==> src/rtl/seq_divider_pkg.sv <==
// seq_divider_pkg: shared width, counter width and FSM state encodings for the divider
package seq_divider_pkg;
  localparam int DEF_WIDTH = 32;
  localparam int CNT_W = $clog2(DEF_WIDTH + 1);
  localparam logic [1:0] IDLE = 2'd0;
  localparam logic [1:0] CALC = 2'd1;
  localparam logic [1:0] FIX  = 2'd2;
endpackage

==> src/rtl/seq_divider_div_step.sv <==
// div_step: one combinational restoring shift-subtract step
module div_step #(
  parameter int W = 32
) (
  input  logic [W:0]   i_rem,
  input  logic         i_bit,
  input  logic [W-1:0] i_dvs,
  output logic [W:0]   o_rem,
  output logic         o_q
);
  logic [W:0] w_sh;
  logic [W:0] w_trial;
  assign w_sh = {i_rem[W-1:0], i_bit};
  assign w_trial = w_sh - {1'b0, i_dvs};
  // A set top bit means the true shifted value exceeds W+1 bits, so the trial cannot go negative
  assign o_q = i_rem[W] | ~w_trial[W];
  assign o_rem = o_q ? w_trial : w_sh;
endmodule

==> src/rtl/seq_divider.sv <==
// seq_divider: multi-cycle signed/unsigned restoring divider, one quotient bit per cycle
module seq_divider
  import seq_divider_pkg::*;
#(
  parameter int WIDTH = DEF_WIDTH
) (
  input  logic             i_clk,
  input  logic             i_rst,
  input  logic             i_start,
  input  logic             i_signed,
  input  logic [WIDTH-1:0] i_dividend,
  input  logic [WIDTH-1:0] i_divisor,
  output logic [WIDTH-1:0] o_quotient,
  output logic [WIDTH-1:0] o_remainder,
  output logic             o_busy,
  output logic             o_done,
  output logic             o_div_by_zero
);
  localparam int CW = $clog2(WIDTH + 1);
  logic [1:0]       r_state;
  logic [CW-1:0]    r_cnt;
  logic             r_sgn_q, r_sgn_r, r_zero, r_done, r_dbz;
  logic [WIDTH-1:0] r_dvd, r_dvs, r_raw, r_q, r_r;
  logic [WIDTH:0]   r_rem;
  logic [WIDTH:0]   w_rem;
  logic             w_q, w_neg_a, w_neg_b;
  assign w_neg_a = i_signed & i_dividend[WIDTH-1];
  assign w_neg_b = i_signed & i_divisor[WIDTH-1];
  div_step #(.W(WIDTH)) u_step (
    .i_rem (r_rem),
    .i_bit (r_dvd[WIDTH-1]),
    .i_dvs (r_dvs),
    .o_rem (w_rem),
    .o_q   (w_q)
  );
  // The dividend register doubles as the quotient shift register
  always_ff @(posedge i_clk) begin
    if (i_rst) begin
      r_state <= IDLE;
      r_cnt   <= '0;
      r_done  <= 1'b0;
      r_dbz   <= 1'b0;
      r_q     <= '0;
      r_r     <= '0;
      r_rem   <= '0;
      r_dvd   <= '0;
      r_dvs   <= '0;
      r_raw   <= '0;
      r_sgn_q <= 1'b0;
      r_sgn_r <= 1'b0;
      r_zero  <= 1'b0;
    end else begin
      r_done <= r_state == FIX;
      if (r_state == IDLE && i_start) begin
        r_state <= CALC;
        r_cnt   <= '0;
        r_rem   <= '0;
        r_dvd   <= w_neg_a ? -i_dividend : i_dividend;
        r_dvs   <= w_neg_b ? -i_divisor : i_divisor;
        r_raw   <= i_dividend;
        r_sgn_q <= w_neg_a ^ w_neg_b;
        r_sgn_r <= w_neg_a;
        r_zero  <= i_divisor == '0;
        r_dbz   <= 1'b0;
      end else if (r_state == CALC) begin
        r_rem <= w_rem;
        r_dvd <= {r_dvd[WIDTH-2:0], w_q};
        r_cnt <= r_cnt + 1'b1;
        if (r_cnt == CW'(WIDTH - 1)) r_state <= FIX;
      end else if (r_state == FIX) begin
        r_state <= IDLE;
        r_q     <= r_zero ? '1 : (r_sgn_q ? -r_dvd : r_dvd);
        r_r     <= r_zero ? r_raw : (r_sgn_r ? -r_rem[WIDTH-1:0] : r_rem[WIDTH-1:0]);
        r_dbz   <= r_zero;
      end
    end
  end
  assign o_quotient    = r_q;
  assign o_remainder   = r_r;
  assign o_busy        = r_state != IDLE;
  assign o_done        = r_done;
  assign o_div_by_zero = r_dbz;
endmodule

==> config.mk <==
export PLATFORM = sky130hd
export DESIGN_NAME = seq_divider
export DESIGN_NICKNAME = d
export VERILOG_FILES = /design/src/rtl/seq_divider_pkg.sv /design/src/rtl/seq_divider_div_step.sv /design/src/rtl/seq_divider.sv
export SDC_FILE = /design/constraint.sdc
export NUM_CORES = 1
export LEC_CHECK = 0
export CAP_MARGIN = 20
export CORE_ASPECT_RATIO = 0.6
export CORE_MARGIN = 2
export CORE_UTILIZATION = 60
export CTS_BUF_LIST = sky130_fd_sc_hd__clkbuf_16
export DETAILED_ROUTE_END_ITERATION = 10
export HOLD_SLACK_MARGIN = 0.12
export PLACE_DENSITY = 0.81
export RECOVER_POWER = 100
export SETUP_SLACK_MARGIN = 0.02
export SLEW_MARGIN = 10
export SYNTH_ARGS = -nofsm -noshare
export SYNTH_HDL_FRONTEND = slang
export SYNTH_SLANG_ARGS = --single-unit
==> constraint.sdc <==
create_clock -name i_clk -period 9.8 [get_ports i_clk]
set_clock_uncertainty 0.15 [all_clocks]
set_input_delay 1.47 -clock i_clk [delete_from_list [all_inputs] [get_ports i_clk]]
set_output_delay 1.47 -clock i_clk [all_outputs]
set_load 0.005 [all_outputs]
Yosys cells after proc, flatten, opt, wreduce, memory -nomap -nowiden
Index checks and enable logic that the tools add are counted.
{"block": "totals", "reg_bits": 206, "input_bits": 68, "out_inout_bits": 67, "elab_cells": 57}
{"block": "op_classes", "n_addsub": 6, "eq_ne": 5, "n_mux": 13, "bitwise": 7, "reduce_logical": 12}
{"operator": "32-bit two-way mux", "n": 8}
{"operator": "32-bit negation", "n": 4}
{"operator": "33-bit two-way mux", "n": 1}
{"operator": "33-bit by 32-bit subtractor with 33-bit output", "n": 1}
{"operator": "32-bit logical NOT", "n": 1}
{"operator": "6-bit by 1-bit adder with 6-bit output (second input constant)", "n": 1}
{"operator": "6-bit by 5-bit equality test with 1-bit output (second input constant)", "n": 1}
{"operator": "2-bit two-way mux", "n": 3}
{"operator": "2-bit AND reduction", "n": 3}
{"operator": "2-bit nonzero test", "n": 3}
{"operator": "3-bit by 2-bit inequality test with 1-bit output (second input constant)", "n": 1}
{"operator": "1-bit inverter", "n": 3}
{"operator": "3-bit AND reduction", "n": 1}
{"operator": "3-bit nonzero test", "n": 1}
{"operator": "1-bit AND", "n": 2}
{"operator": "2-bit by 1-bit equality test with 1-bit output (second input constant)", "n": 1}
{"operator": "2-bit equality test (second input constant)", "n": 1}
{"operator": "2-bit logical NOT", "n": 1}
{"operator": "2-bit by 1-bit inequality test with 1-bit output (second input constant)", "n": 1}
{"operator": "2-bit OR reduction", "n": 1}
{"operator": "1-bit logical AND", "n": 1}
{"operator": "1-bit two-way mux", "n": 1}
{"operator": "1-bit OR", "n": 1}
{"operator": "1-bit XOR", "n": 1}

Logic depth before layout (Yosys ltp)
Gate-level depths: netlist (run 1).
{"block": "depth", "depth_word": 5, "depth_mapped": 14, "mapped_depth_nobuf": 12}

Hierarchy
A second synthesis (run 1) with hierarchy kept.
{"block": "hier_totals", "hier_cells": 1705, "hier_area_um2": 13036.3}
{"module": "seq_divider", "instances": 1, "cells_per_inst": 1358, "area_each_um2": 10682.7, "seq_area_each_um2": 4124.0}
{"module": "div_step", "instances": 1, "cells_per_inst": 347, "area_each_um2": 2353.5, "seq_area_each_um2": 0.0}

Worst setup path after synthesis (run 1)
No wires, ideal clock.
{"block": "synth_path", "path_kind": "in2reg", "from": "input i_dividend[6]", "to": "register r_dvd[28]", "setup_ns": 0.092, "arrival_time_ns": 3.458, "t_required_ns": 9.558, "path_slack_ns": 6.100, "stages": 9, "path_buffers": 0, "cell_sequence": "or4_1 > nor3_1 > nor3b_1 > nand2_1 > nor3_1 > nand2_1 > o41ai_1 > a21oi_1 > o32ai_1"}
{"block": "synth_via", "elab_chain_cells": 3}
{"item": "from (decl)", "line": "seq_divider.sv:11", "source": "input logic [WIDTH-1:0] i_dividend,"}
{"item": "32-bit negation", "line": "seq_divider.sv:58", "source": "r_dvd <= w_neg_a ? -i_dividend : i_dividend;"}
{"item": "32-bit two-way mux", "line": "seq_divider.sv:58"}
{"item": "32-bit two-way mux", "line": "seq_divider.sv:54", "source": "if (r_state == IDLE && i_start) begin"}
{"item": "to (signal assigned)", "line": "seq_divider.sv:58"}
{"item": "to (signal assigned)", "line": "seq_divider.sv:67", "source": "r_dvd <= {r_dvd[WIDTH-2:0], w_q};"}
{"item": "to (decl)", "line": "seq_divider.sv:23", "source": "logic [WIDTH-1:0] r_dvd, r_dvs, r_raw, r_q, r_r;"}
Every way passes these cells.
A chain may end at the register's enable or synchronous reset.

Final worst setup path (run 1)
{"block": "layout_path", "from": "input i_start", "to": "register r_rem[22]"}
{"block": "layout_via", "elab_chain_cells": 2}
{"item": "from (decl)", "line": "seq_divider.sv:9", "source": "input logic i_start,"}
{"item": "1-bit logical AND", "line": "seq_divider.sv:54"}
{"item": "2-bit OR reduction (no line)"}
{"item": "to (signal assigned)", "line": "seq_divider.sv:66", "source": "r_rem <= w_rem;"}
{"item": "to (decl)", "line": "seq_divider.sv:24", "source": "logic [WIDTH:0] r_rem;"}
Every way passes these cells.

==> results of run 1 <==
## registers in the layout, summed over array words and instances (netlist names)
name,count
r_raw,32
r_rem,33
r_zero,1
r_dvd,32
o_quotient,32
o_div_by_zero,1
r_sgn_r,1
r_state,2
r_cnt,6
o_remainder,32
r_sgn_q,1
r_dvs,32
o_done,1
## cells in the mapped netlist (18+ instances only)
| library cell | n | area, um2 |
|---|---|---|
| a211oi_1 | 29 | 218 |
| a21oi_1 | 160 | 801 |
| buf_1 | 18 | 67.6 |
| clkbuf_1 | 80 | 300 |
| dfxtp_1 | 206 | 4120 |
| ha_1 | 37 | 463 |
| inv_1 | 51 | 191 |
| mux2i_1 | 22 | 220 |
| nand2_1 | 256 | 961 |
| nand2b_1 | 27 | 169 |
| nor2_1 | 151 | 567 |
| nor3_1 | 56 | 280 |
| o21ai_0 | 116 | 581 |
| o22ai_1 | 26 | 163 |
| o31ai_1 | 34 | 255 |
| or3_1 | 27 | 169 |
| xnor2_1 | 57 | 499 |
| xor2_1 | 75 | 657 |
## cells in the final DEF (no fill, tap or decap), types with 6 or more instances in the layout
master / instances
buf_4: 8
nand2_1: 256
nor2_1: 151
nand3_1: 14
o41ai_1: 11
a211oi_1: 29
nor2b_1: 6
o31ai_1: 34
a21oi_1: 160
dfxtp_1: 205
xnor2_1: 57
inv_1: 53
o22ai_1: 26
nor3b_1: 7
nand4_1: 9
mux2i_1: 22
o21ai_0: 119
xor2_1: 75
dlygate4sd3_1: 69
nor4_1: 12
clkinv_2: 6
clkbuf_16: 21
or3_1: 27
clkdlybuf4s50_1: 64
ha_1: 37
a21oi_2: 11
o21bai_1: 7
a21o_1: 15
and3_1: 8
or4_1: 11
nor3_1: 56
a311oi_1: 17
nand2b_1: 27
o32ai_1: 8
## cells by family (layout without fill, tap and decap cells)
logic type / after synthesis / in the layout / synth area share (%)
XOR/XNOR: 132 / 132 / 9.43
AO/OA/AOI/OAI: 478 / 478 / 24.1
multiplexers: 24 / 24 / 1.98
flip-flops: 206 / 206 / 33.6
buffers and inverters: 154 / 236 / 5.04
AND/OR/NAND/NOR: 600 / 600 / 21.9
adder cells (fa/ha/maj): 38 / 38 / 3.94
## power by group
group / total, mW / switching [mW] / internal [mW]
clock network: 0.775 / 0.357 / 0.418
registers: 0.936 / 0.0554 / 0.881
logic: 0.597 / 0.351 / 0.246
total: 2.31 / 0.763 / 1.54
## cell type report
cell class	count	area share [%]
clock buffers	21	3.69
clock inverters	17	0.772
inverters	51	1.34
multi-input cells	1272	52.9
flip-flops and latches	206	28.9
well taps	273	2.40
repair buffers	147	10.0
## through the flow
stage               cell area, um2  std cells  hold slack [ns]  setup slack [ns]
floorplan                    12300       1632            0.281              6.10
global placement             13600       1948            0.289              5.09
CTS                          14300       1986            0.305              5.46
detailed placement           13600       1948            0.296              4.96
global route                 14300       1987            0.319              2.74
finish                       14300       1987            0.303              3.23
## final timing paths
kind / from / end / slack (ns)
max: i_start / r_rem[22] / 3.23
min: o_remainder[7] / o_remainder[7] / 0.30
max reg2reg: r_state[1] / r_rem[22] / 4.25
min reg2reg: o_remainder[7] / o_remainder[7] / 0.30
## worst register-to-register path, delay by kind of cell, from the launching register on
| kind | cells | cell delay, ns |
|---|---|---|
| AO/OA/AOI/OAI | 2 | 0.28 |
| buffers and inverters | 3 | 3.99 |
| flip-flops | 1 | 0.45 |
| AND/OR/NAND/NOR | 3 | 0.55 |
## metal layers
layer	wire [um]	GRT usage, %	vias to the layer above
met1	16700	47.1	5720
met5	0	0	-
met2	14200	45.3	481
met4	449	6.15	0
li1	-	-	5901
met3	2840	4.75	40
==> impl_results.md, run 1 <==
* Final Hold Viols at 0
* Clock Tree Buf Depth at 3
* LEAKAGE at 5.52 nW
* Sequential fraction of the synthesis area at 33.6%
* Final core occ at 71.2%
* Yosys warns at 0
* Share of post-route cells with drive strength above 1 at approximately 3.7%
* CP Max Fanout at 79
* Layout fillers at between 1500 and 2000
* Period utilization at 67.0%
* Reg2Reg Depth at 8
* N_diodes at 0
* Initial drt markers at roughly 1100
* H-tree level count at 1
* Die ar. at 21600 um2
* Largest net degree at the start of global routing at 83
* Vias in the first global route at about 11000
* Syn Nets at 1738
* Initial core utilization at 61.2%
* Power per cell area at around 160 nW/um2
* F_max at 152 MHz
* Number of buffers created by CTS at 21
* CTS root buf: clkbuf_16
* TritonRoute pass-1 iters at 5
* Overall global routing resource usage at 30.7%
* # setup viols final at 0
* Max cap viols at 5
* Port buffer count at 134
* Run status: finished, violations left
* Register Area at 4130 um2
* Failing checks: max-capacitance violations, max-slew violations
* Boundary Pins at 135
* Slowest-stage cell, CP: clkbuf_1
* DR WL/cell at ~17 um
* Nets at between 1500 and 2000
* Final Power at 2.31 mW
* Total Wirelength at between 30000 and 40000 um
* Clk slew on worst S/H paths at 0.07 ns
* Worst path cell trace: dlygate4sd3_1 > nor3b_1 > clkbuf_1 > clkbuf_1 > nor2_1 > buf_4 > and3_1 > a41oi_1 > o21ai_0
* Final Critical Period at around 6.6 ns
* Unique cell type count in the Yosys netlist at 60
* First-pass GRT wire length at 55100 um
* Peak VDD IR at 0.124 mV
* Initial antenna violation count at 0
* Post-CTS Setup Repair Bufs at 0
* Total grt overflow at 0
* Post-synth top flop: dfxtp_1
* RSZ-0062 raised after global routing: false
* Synthesized flop and latch total at 206
* Slew Viols, Final at 291
* Delay-heaviest family, CP: buffers and inverters
* Crit Path Class: in2reg
* Syn Inst Count at 1632
* Hold Crit Class: reg2reg
* Antenna viol nets, final at 0
* Row cnt at 40
* CP peak stage delay at 2.39 ns
* Worst path arrival time at 6.79 ns
* Setup TNS at 0 ns
* Clk_lat worst skew at 0.51 ns
* Residual DRC at 0
* Die Wd at between 150 and 200 um
* Startpoint Class: primary input
* Avg Cell Area, Syn at around 7.5 um2
* DP HPWL at 24100 um
* CP most frequent cell: clkbuf_1
* # hold bufs at CTS at 0
* Area of the multi-input gates at ~7500 um2
* CTS tree: yes
* Crit end category: flip-flop
* GP Congestion at 0.940
* Hold Crit Depth at 2
* Syn Std Cell Area at roughly 12000 um2
* Worst slew pin tran at 3.28 ns
* Sink Count at 206
* Crit path buf inv count at 4
* Max transition margin at -119%
* Vias/cell at 6.11
* Die Y at 115 um
* Async S/R FF share, synth at 0%
* Syn-to-layout area delta at 16.3%
* Worst EP required at 10.02 ns
* Number of synthesized flops with an enable pin at 0
* Crit path depth at 9
* Via Count at 12142
* Post_cts resized at 0
* Core area at 20000 um2
(Power assumes the default switching activity.)
==> inputs of run 2 (changes only) <==
CORE_UTILIZATION = 52   (was 60)
PLACE_DENSITY = 0.74   (was 0.81)
clock period = 6.03 ns   (was 9.8 ns; I/O delays follow)
==> impl_results.md, run 2 (synthesized netlist as in run 1, its figures left out) <==
* Run status: finished, violations left
* Failing checks: max-capacitance violations, max-slew violations
* Hold Slack at about 0.30 ns
* Reg2reg start: r_state[1]
* H-tree level count at 1
* Row cnt at 43
* Final Hold Viols at 0
* Antenna viol nets, final at 0
* Worst EP required at 6.24 ns
* Die ar. at about 25000 um2
* Max transition margin at -148%
* Register Area at 4130 um2
* Final instance area at roughly 14000 um2
* Post_cts resized at 0
* DP Area at 13700 um2
* Initial antenna violation count at 1
* Max cap viols at 5
* Power per cell area at 262 nW/um2
* Worst path arrival time at 4.89 ns
* Startpoint Class: flip-flop
* Worst slew pin tran at 3.71 ns
* Reg2Reg Depth at 6
* Area of the multi-input gates at 7530 um2
* GP Congestion at 0.891
* Post-CTS Setup Repair Bufs at 0
* Crit path buf inv count at 2
* Largest net degree at the start of global routing at 86
* # hold bufs at CTS at 0
* Crit end category: flip-flop
* First-pass GRT wire length at 57000 um
* Clk_lat worst skew at between 0.5 and 0.6 ns
* Layout fillers at 2137
* Nets at 1810
* LEAKAGE at 5.55 nW
* Initial core utilization at 53.0%
* Final Critical Period at 4.67 ns
* Port buffer count at 134
* F_max at roughly 210 MHz
* Sink Count at 206
* DP HPWL at 25400 um
* Vias/cell at slightly below 6
* Commonest non-fill, non-tap cell in the layout: nand2_1
* Total Wirelength at 35400 um
* Reg with most FFs: r_rem
* Core area at between 20000 and 25000 um2
* Slowest-stage cell, CP: clkbuf_1
* Worst path cell trace: nor2b_2 > clkbuf_1 > nand2b_1 > buf_8 > o22ai_1 > nor2_1
* DR WL/cell at 17.4 um
* Peak VDD IR at 0.171 mV
* Vias in the first global route at 10858
* CP Capture Point: o_quotient[13]
* # setup viols final at 0
* Hold Crit Class: reg2reg
* N_diodes at 0
* Syn-to-layout area delta at 17.2%
* Setup TNS at 0 ns
* Via Count at 12126
* Period utilization at a little under 80%
* Crit Path Class: reg2reg
* Crit. Startpoint: r_state[1]
* R2R Path End: o_quotient[13]
* Crit path depth at 6
* R2R Setup Slk at ~1.4 ns
* Initial drt markers at 978
* Residual DRC at 0
* Most frequent cells in the layout: nand2_1 (256), dfxtp_1 (205), a21oi_1 (160)
* Final Power at 3.75 mW
* Boundary Pins at 135
* CP Max Fanout at 68
* Total grt overflow at 0
* Slew Viols, Final at 312
* RSZ-0062 raised after global routing: false
* Clock Tree Buf Depth at 3
* Overall global routing resource usage at 28.1%
* Delay-heaviest family, CP: buffers and inverters
* Share of post-route cells with drive strength above 1 at 3.90%
* Die Wd at 202 um
* CP peak stage delay at approximately 2.3 ns
* Die Y at around 120 um
* Max reg flops at 33
* CTS root buf: clkbuf_16
* CTS tree: yes
* Clk slew on worst S/H paths at 0.07 ns
* TritonRoute pass-1 iters at 6
* Number of buffers created by CTS at 21
run 2: worst register-to-register path: stages, from the launching register on:
cell	delay (ns)
dfxtp_1	0.51
nor2b_2	0.20
clkbuf_1	2.30
nand2b_1	0.74
buf_8	0.38
o22ai_1	0.17
nor2_1	0.08
run 2: power by group:
part           switching [mW]  internal, mW
combinational           0.584         0.407
sequential             0.0869          1.43
clock                   0.568         0.678
total                    1.24          2.52
run 2: area by class of cell:
type	count	share of cell area (%)
clock buffers	21	3.66
clock inverters	16	0.706
inverters	51	1.33
multi-input cells	1272	52.4
flip-flops and latches	206	28.7
well taps	315	2.74
repair buffers	152	10.4
run 2: metal layers:
layer | GRT usage, % | vias up | routed length, um
li1 | - | 5903 | -
met1 | 43.5 | 5722 | 17400
met2 | 40.8 | 463 | 14500
met3 | 5.19 | 38 | 2980
met4 | 4.93 | 0 | 496
met5 | 0 | - | 0
run 2: worst min-delay path by stage:
stage / startpoint / endpoint / slack (ns) / cells past startpoint
global placement: o_remainder[28] / o_remainder[28] / 0.29 / 2
CTS: r_raw[28] / r_raw[28] / 0.31 / 2
finish: o_remainder[18] / o_remainder[18] / 0.30 / 2
floorplan: r_raw[30] / r_raw[30] / 0.28 / 2
detailed placement: r_raw[31] / r_raw[31] / 0.30 / 2
global route: r_raw[16] / r_raw[16] / 0.32 / 2
run 2: metrics by stage:
step / util [%] / setup WS [ns] / cells
floorplan: - / 2.90 / 1632
global placement: 59.2 / 1.80 / 1992
detailed placement: 59.2 / 1.76 / 1992
CTS: 61.9 / 1.87 / 2029
global route: 62.1 / 0.995 / 2033
finish: 62.1 / 1.36 / 2033
==> inputs of run 3 (changes only) <==
clock period = 3.8 ns   (was 6.03 ns; I/O delays follow)
==> impl_results.md, run 3 (synthesized netlist as in run 1, its figures left out) <==
* Run status: finished, violations left
* Failing checks: max-capacitance violations, max-slew violations
* Vias in the first global route at 10760
* Crit end category: flip-flop
* Power per cell area at ~420 nW/um2
* Hold Slack at 0.300 ns
* Final Hold Viols at 0
* GP Congestion at 0.929
* Register Area at between 4000 and 5000 um2
* Setup TNS at 0 ns
* Startpoint Class: flip-flop
* Reg2Reg Depth at 11
* Nets at around 1800
* RSZ-0062 raised after global routing: false
* CTS root buf: clkbuf_16
* Overall global routing resource usage at 28.1%
* Reg2reg start: r_rem[24]
* # setup viols final at 0
* Slew Viols, Final at between 70 and 80
* Number of buffers created by CTS at 21
* Residual DRC at 0
* CTS tree: yes
* Initial antenna violation count at 0
* Boundary Pins at 135
* Die ar. at 24900 um2
* Peak VDD IR at 0.238 mV
* Worst EP required at 4.05 ns
* Period utilization at 92.8%
* Reg with most FFs: r_rem
* Antenna viol nets, final at 0
* Routed length on met2 at 14100 um
* Share of post-route cells with drive strength above 1 at 4.89%
* Hold Crit Class: reg2reg
* Largest net degree at the start of global routing at 75
* N_diodes at 0
* Initial core utilization at 53.0%
* Post_cts resized at 0
* Clk slew on worst S/H paths at ~0.070 ns
* Syn-to-layout area delta at 18.5%
* Clk_lat worst skew at about 0.52 ns
* DP HPWL at 25700 um
* Commonest non-fill, non-tap cell in the layout: nand2_1
* Total grt overflow at 0
* WL met1 at 17800 um
* Core area at 23100 um2
* Via Count at around 12000
* Final Critical Period at 3.53 ns
* Most frequent cells in the layout: nand2_1 (256), dfxtp_1 (205), a21oi_1 (161)
* Total Wirelength at 35300 um
* CP Max Fanout at 8
* Routed wl met3 at slightly below 3000 um
* Highest Signal Layer: met4
* R2R Path End: r_rem[16]
* Crit Path Class: reg2reg
* Max reg flops at 33
* LEAKAGE at 5.67 nW
* H-tree level count at 1
* Post-CTS Setup Repair Bufs at 0
* Sink Count at around 210
* Die Y at between 100 and 150 um
* Clock Tree Buf Depth at 3
* DR WL/cell at ~17 um
* TritonRoute pass-1 iters at 5
* Die Wd at between 200 and 250 um
* Max cap viols at 2
* Row cnt at 43
* F_max at between 200 and 300 MHz
* Initial drt markers at between 1000 and 1500
* Worst slew pin tran at roughly 1.6 ns
* Vias/cell at 5.88
* Layout fillers at 2140
* Area of the multi-input gates at ~7500 um2
* Max transition margin at -8.71%
* First-pass GRT wire length at between 50000 and 60000 um
* CP Capture Point: r_rem[16]
* R2R Setup Slk at 0.27 ns
* # hold bufs at CTS at 0
* Worst path arrival time at 3.77 ns
* Port buffer count at between 100 and 150
* Crit. Startpoint: r_rem[24]
-- run 3: per-stage QoR --
step           util [%]  power [mW]  worst slack (ns)  cell area [um2]  instances
2_1_floorplan         -        3.58             0.706            12300       1632
3_3_place_gp       60.0        4.00             0.200            13900       2016
3_5_place_dp       60.0        4.03             0.181            13900       2016
4_1_cts            63.0        6.15             0.293            14600       2053
5_1_grt            62.8        6.43            0.0490            14500       2054
6_report           62.8        6.14             0.274            14500       2054
-- run 3: worst min path at each step --
stage	start	endpoint	slack, ns	cells past startpoint
2_1_floorplan	r_raw[30]	r_raw[30]	0.28	2
3_3_place_gp	r_raw[31]	r_raw[31]	0.29	2
3_5_place_dp	o_remainder[4]	o_remainder[4]	0.30	2
4_1_cts	o_remainder[4]	o_remainder[4]	0.31	2
5_1_grt	o_remainder[8]	o_remainder[8]	0.32	2
6_report	o_remainder[4]	o_remainder[4]	0.30	2
-- run 3: layout make-up --
class	count	share of cell area, %
Multi-Input combinational cell	1272	51.8
Timing Repair Buffer	173	11.1
Sequential cell	206	28.4
Clock inverter	16	1.05
Tap cell	315	2.71
Inverter	51	1.32
Clock buffer	21	3.62
-- run 3: worst max-delay path: stages, from the launching register on --
cell and delay, ns:
dfxtp_1 0.48, ha_1 0.36, a21o_1 0.21, a21oi_1 0.14, o21bai_1 0.14, a31o_1 0.26, a221o_1 0.42, or3_1 0.42
a21oi_4 0.34, buf_4 0.21, mux2i_1 0.20, a21oi_1 0.09
-- run 3: report_power, final --
group | total, mW | switching, mW | internal, mW
sequential | 2.41 | 0.140 | 2.27
clock | 2.12 | 0.914 | 1.21
combinational | 1.60 | 0.930 | 0.673
-- run 3: routing by layer --
layer  GRT usage, %  vias to the layer above
met5              0                        -
met4           4.65                        0
met3           5.11                       40
met2           40.2                      445
met1           43.9                     5663
li1               -                     5937
==> RTL edit (settings of run 3) <==
Register the input `i_dividend` before use, with the module's reset. The logic sees it one clock later. The other inputs are not delayed to match.
--- a/src/rtl/seq_divider.sv
+++ b/src/rtl/seq_divider.sv
@@ -17,6 +17,17 @@
   output logic             o_div_by_zero
 );
   localparam int CW = $clog2(WIDTH + 1);
+
+  logic [WIDTH-1:0] i_dividend_q;
+
+  always_ff @(posedge i_clk) begin
+    if (i_rst) begin
+      i_dividend_q <= '0;
+    end else begin
+      i_dividend_q <= i_dividend;
+    end
+  end
+
   logic [1:0]       r_state;
   logic [CW-1:0]    r_cnt;
   logic             r_sgn_q, r_sgn_r, r_zero, r_done, r_dbz;
@@ -24,7 +35,7 @@
   logic [WIDTH:0]   r_rem;
   logic [WIDTH:0]   w_rem;
   logic             w_q, w_neg_a, w_neg_b;
-  assign w_neg_a = i_signed & i_dividend[WIDTH-1];
+  assign w_neg_a = i_signed & i_dividend_q[WIDTH-1];
   assign w_neg_b = i_signed & i_divisor[WIDTH-1];
   div_step #(.W(WIDTH)) u_step (
     .i_rem (r_rem),
@@ -55,9 +66,9 @@
         r_state <= CALC;
         r_cnt   <= '0;
         r_rem   <= '0;
-        r_dvd   <= w_neg_a ? -i_dividend : i_dividend;
+        r_dvd   <= w_neg_a ? -i_dividend_q : i_dividend_q;
         r_dvs   <= w_neg_b ? -i_divisor : i_divisor;
-        r_raw   <= i_dividend;
+        r_raw   <= i_dividend_q;
         r_sgn_q <= w_neg_a ^ w_neg_b;
         r_sgn_r <= w_neg_a;
         r_zero  <= i_divisor == '0;
Check against the original RTL: no difference found for any inputs over 4 cycles, from zero or initial values and one cycle with i_rst high; that may be too few to reach the edited logic, so the function may still have changed.
==> RTL edit against run 3 <==
  * The run still ends with max-capacitance violations, max-slew violations left
  * Design area up 6.5%
  * Area after synthesis up 7.7%
  * Sequential cell count up 32
  * Count of clock-buffer cells in the layout up 2
  * Setup slack worse by 0.10 ns
  * Total power up 10%
  * Synthesized cell count up 2.8%
  * Global-route usage up 1.1 points
  * Wire length up 11%
  * Critical path type unchanged
  * Largest power group unchanged
==> RTL edit: results (changes against run 3) <==
| Metric | Value |
|---|---|
| Vias/cell | 5.965 (was 5.884) |
| Slew HR | -2.316% (was -8.713%) |
| Hpwl dp | 28350 microns (was 25710 microns) |
| Layout cells sized above 1 | 5.411% (was 4.888%) |
| Top cells by area, synth | dfxtp_1 (36%), nand2_1 (7.3%), a21oi_1 (5.8%), xnor2_1 (4.9%), xor2_1 (4.3%) (was dfxtp_1 (34%), nand2_1 (7.8%), a21oi_1 (6.5%), xor2_1 (5.4%), o21ai_0 (4.7%)) |
| Max VDD drop | 0.3187 mV (was 0.2377 mV) |
| Setup slack at placement | 0.1999 ns (was 0.1810 ns) |
| Syn Nets | 1784 (was 1738) |
| Failing checks | max-capacitance violations, max-slew violations (unchanged) |
| Crit path max-delay cell type | fa_1 (was dfxtp_1) |
| GRT Util Overall | 29.20% (was 28.06%) |
| Top cells by count, synth | nand2_1 (257), dfxtp_1 (238), a21oi_1 (153) (was nand2_1 (256), dfxtp_1 (206), a21oi_1 (160)) |
| CTS buffer count | 23 (was 21) |
| R2R setup slack | 0.17 ns (was 0.27 ns) |
| Final Net Count | 1864 (was 1831) |
| Drt first-iter violations | 1265 (was 1096) |
| Largest net degree at the start of global routing | 78 (was 75) |
| Global-route wire length before repair | 62780 microns (was 56860 microns) |
| Number of max-cap violations | 2 (unchanged) |
| Register area share after synthesis | 36.08% (was 33.65%) |
| Status | complete, but fails checks (unchanged) |
| Min Hold Slack | 0.3051 ns (was 0.2995 ns) |
| Layout Utilization | 61.61% (was 62.77%) |
| CP arrival | 3.91 ns (was 3.77 ns) |
| Initial antenna violation count | 1 (was 0) |
| Post-DP Area | 14820 sq um (was 13890 sq um) |
| GPL Wtd Cong | 0.9475 (was 0.9287) |
| Final Slew Violations | 141 (was 75) |
| Leak pwr | 5.949 nW (was 5.668 nW) |
| Vias in the first global route | 11527 (was 10760) |
| Routed WL | 39340 microns (was 35320 microns) |
| Avg Synthesized Cell Area | 7.869 sq um (was 7.510 sq um) |
| Post-CTS sizing | 0 (unchanged) |
[RTL edit: cell types whose count changed after synthesis, sizes merged, moves of 17 or more]
| cell | run 3 | this run |
|---|---|---|
| a21oi | 172 | 155 |
| nor3 | 56 | 31 |
| xnor2 | 57 | 74 |
| dfxtp | 206 | 238 |
| nor2b | 8 | 42 |
[RTL edit: logic make-up (layout without fill, tap and decap cells)]
group	count (synthesis)	count (layout)	synth area share, %
fa+ha+maj	38	38	3.658
flops	238	238	36.08
compound gates	466	466	21.98
simple gates	599	599	21.45
buf+inv	161	257	4.747
mux	37	37	2.852
xor+xnor	139	139	9.220
[RTL edit: critical path: cells and delay by family (launching register included)]
kind | cells | cell delay [ns]
fa+ha+maj | 2 | 0.62
compound gates | 6 | 1.13
simple gates | 2 | 0.65
mux | 1 | 0.41
buf+inv | 2 | 0.24
flops | 1 | 0.33
[RTL edit: routing by layer]
metal / global-route usage, % / wire, microns
met2: 40.65 / 15580
met4: 6.341 / 671
met1: 46.24 / 20110
met3: 4.966 / 2963
met5: 0 / 18
[RTL edit: cell type report]
type,count,share of cell area [%]
clock inverter,18,1.132
multi-input combinational,1279,50.06
clock buffer,23,3.720
timing repair buffer,170,10.51
tap,329,2.661
inverter,46,1.116
sequential,238,30.80
[RTL edit: where the power goes]
group	internal [W]	leakage [nW]	switching [W]	total, W
registers	0.00261	1.95	0.000148	0.00276
logic	0.000695	3.63	0.000966	0.00166
clock network	0.00131	0.373	0.00104	0.00236
[RTL edit: worst paths after layout]
kind / from / to / cells past startpoint
max reg2reg: r_dvd[31] / r_rem[1] / 13
min: o_remainder[3] / o_remainder[3] / 2
max: r_dvd[31] / r_rem[1] / 13
min reg2reg: o_remainder[3] / o_remainder[3] / 2
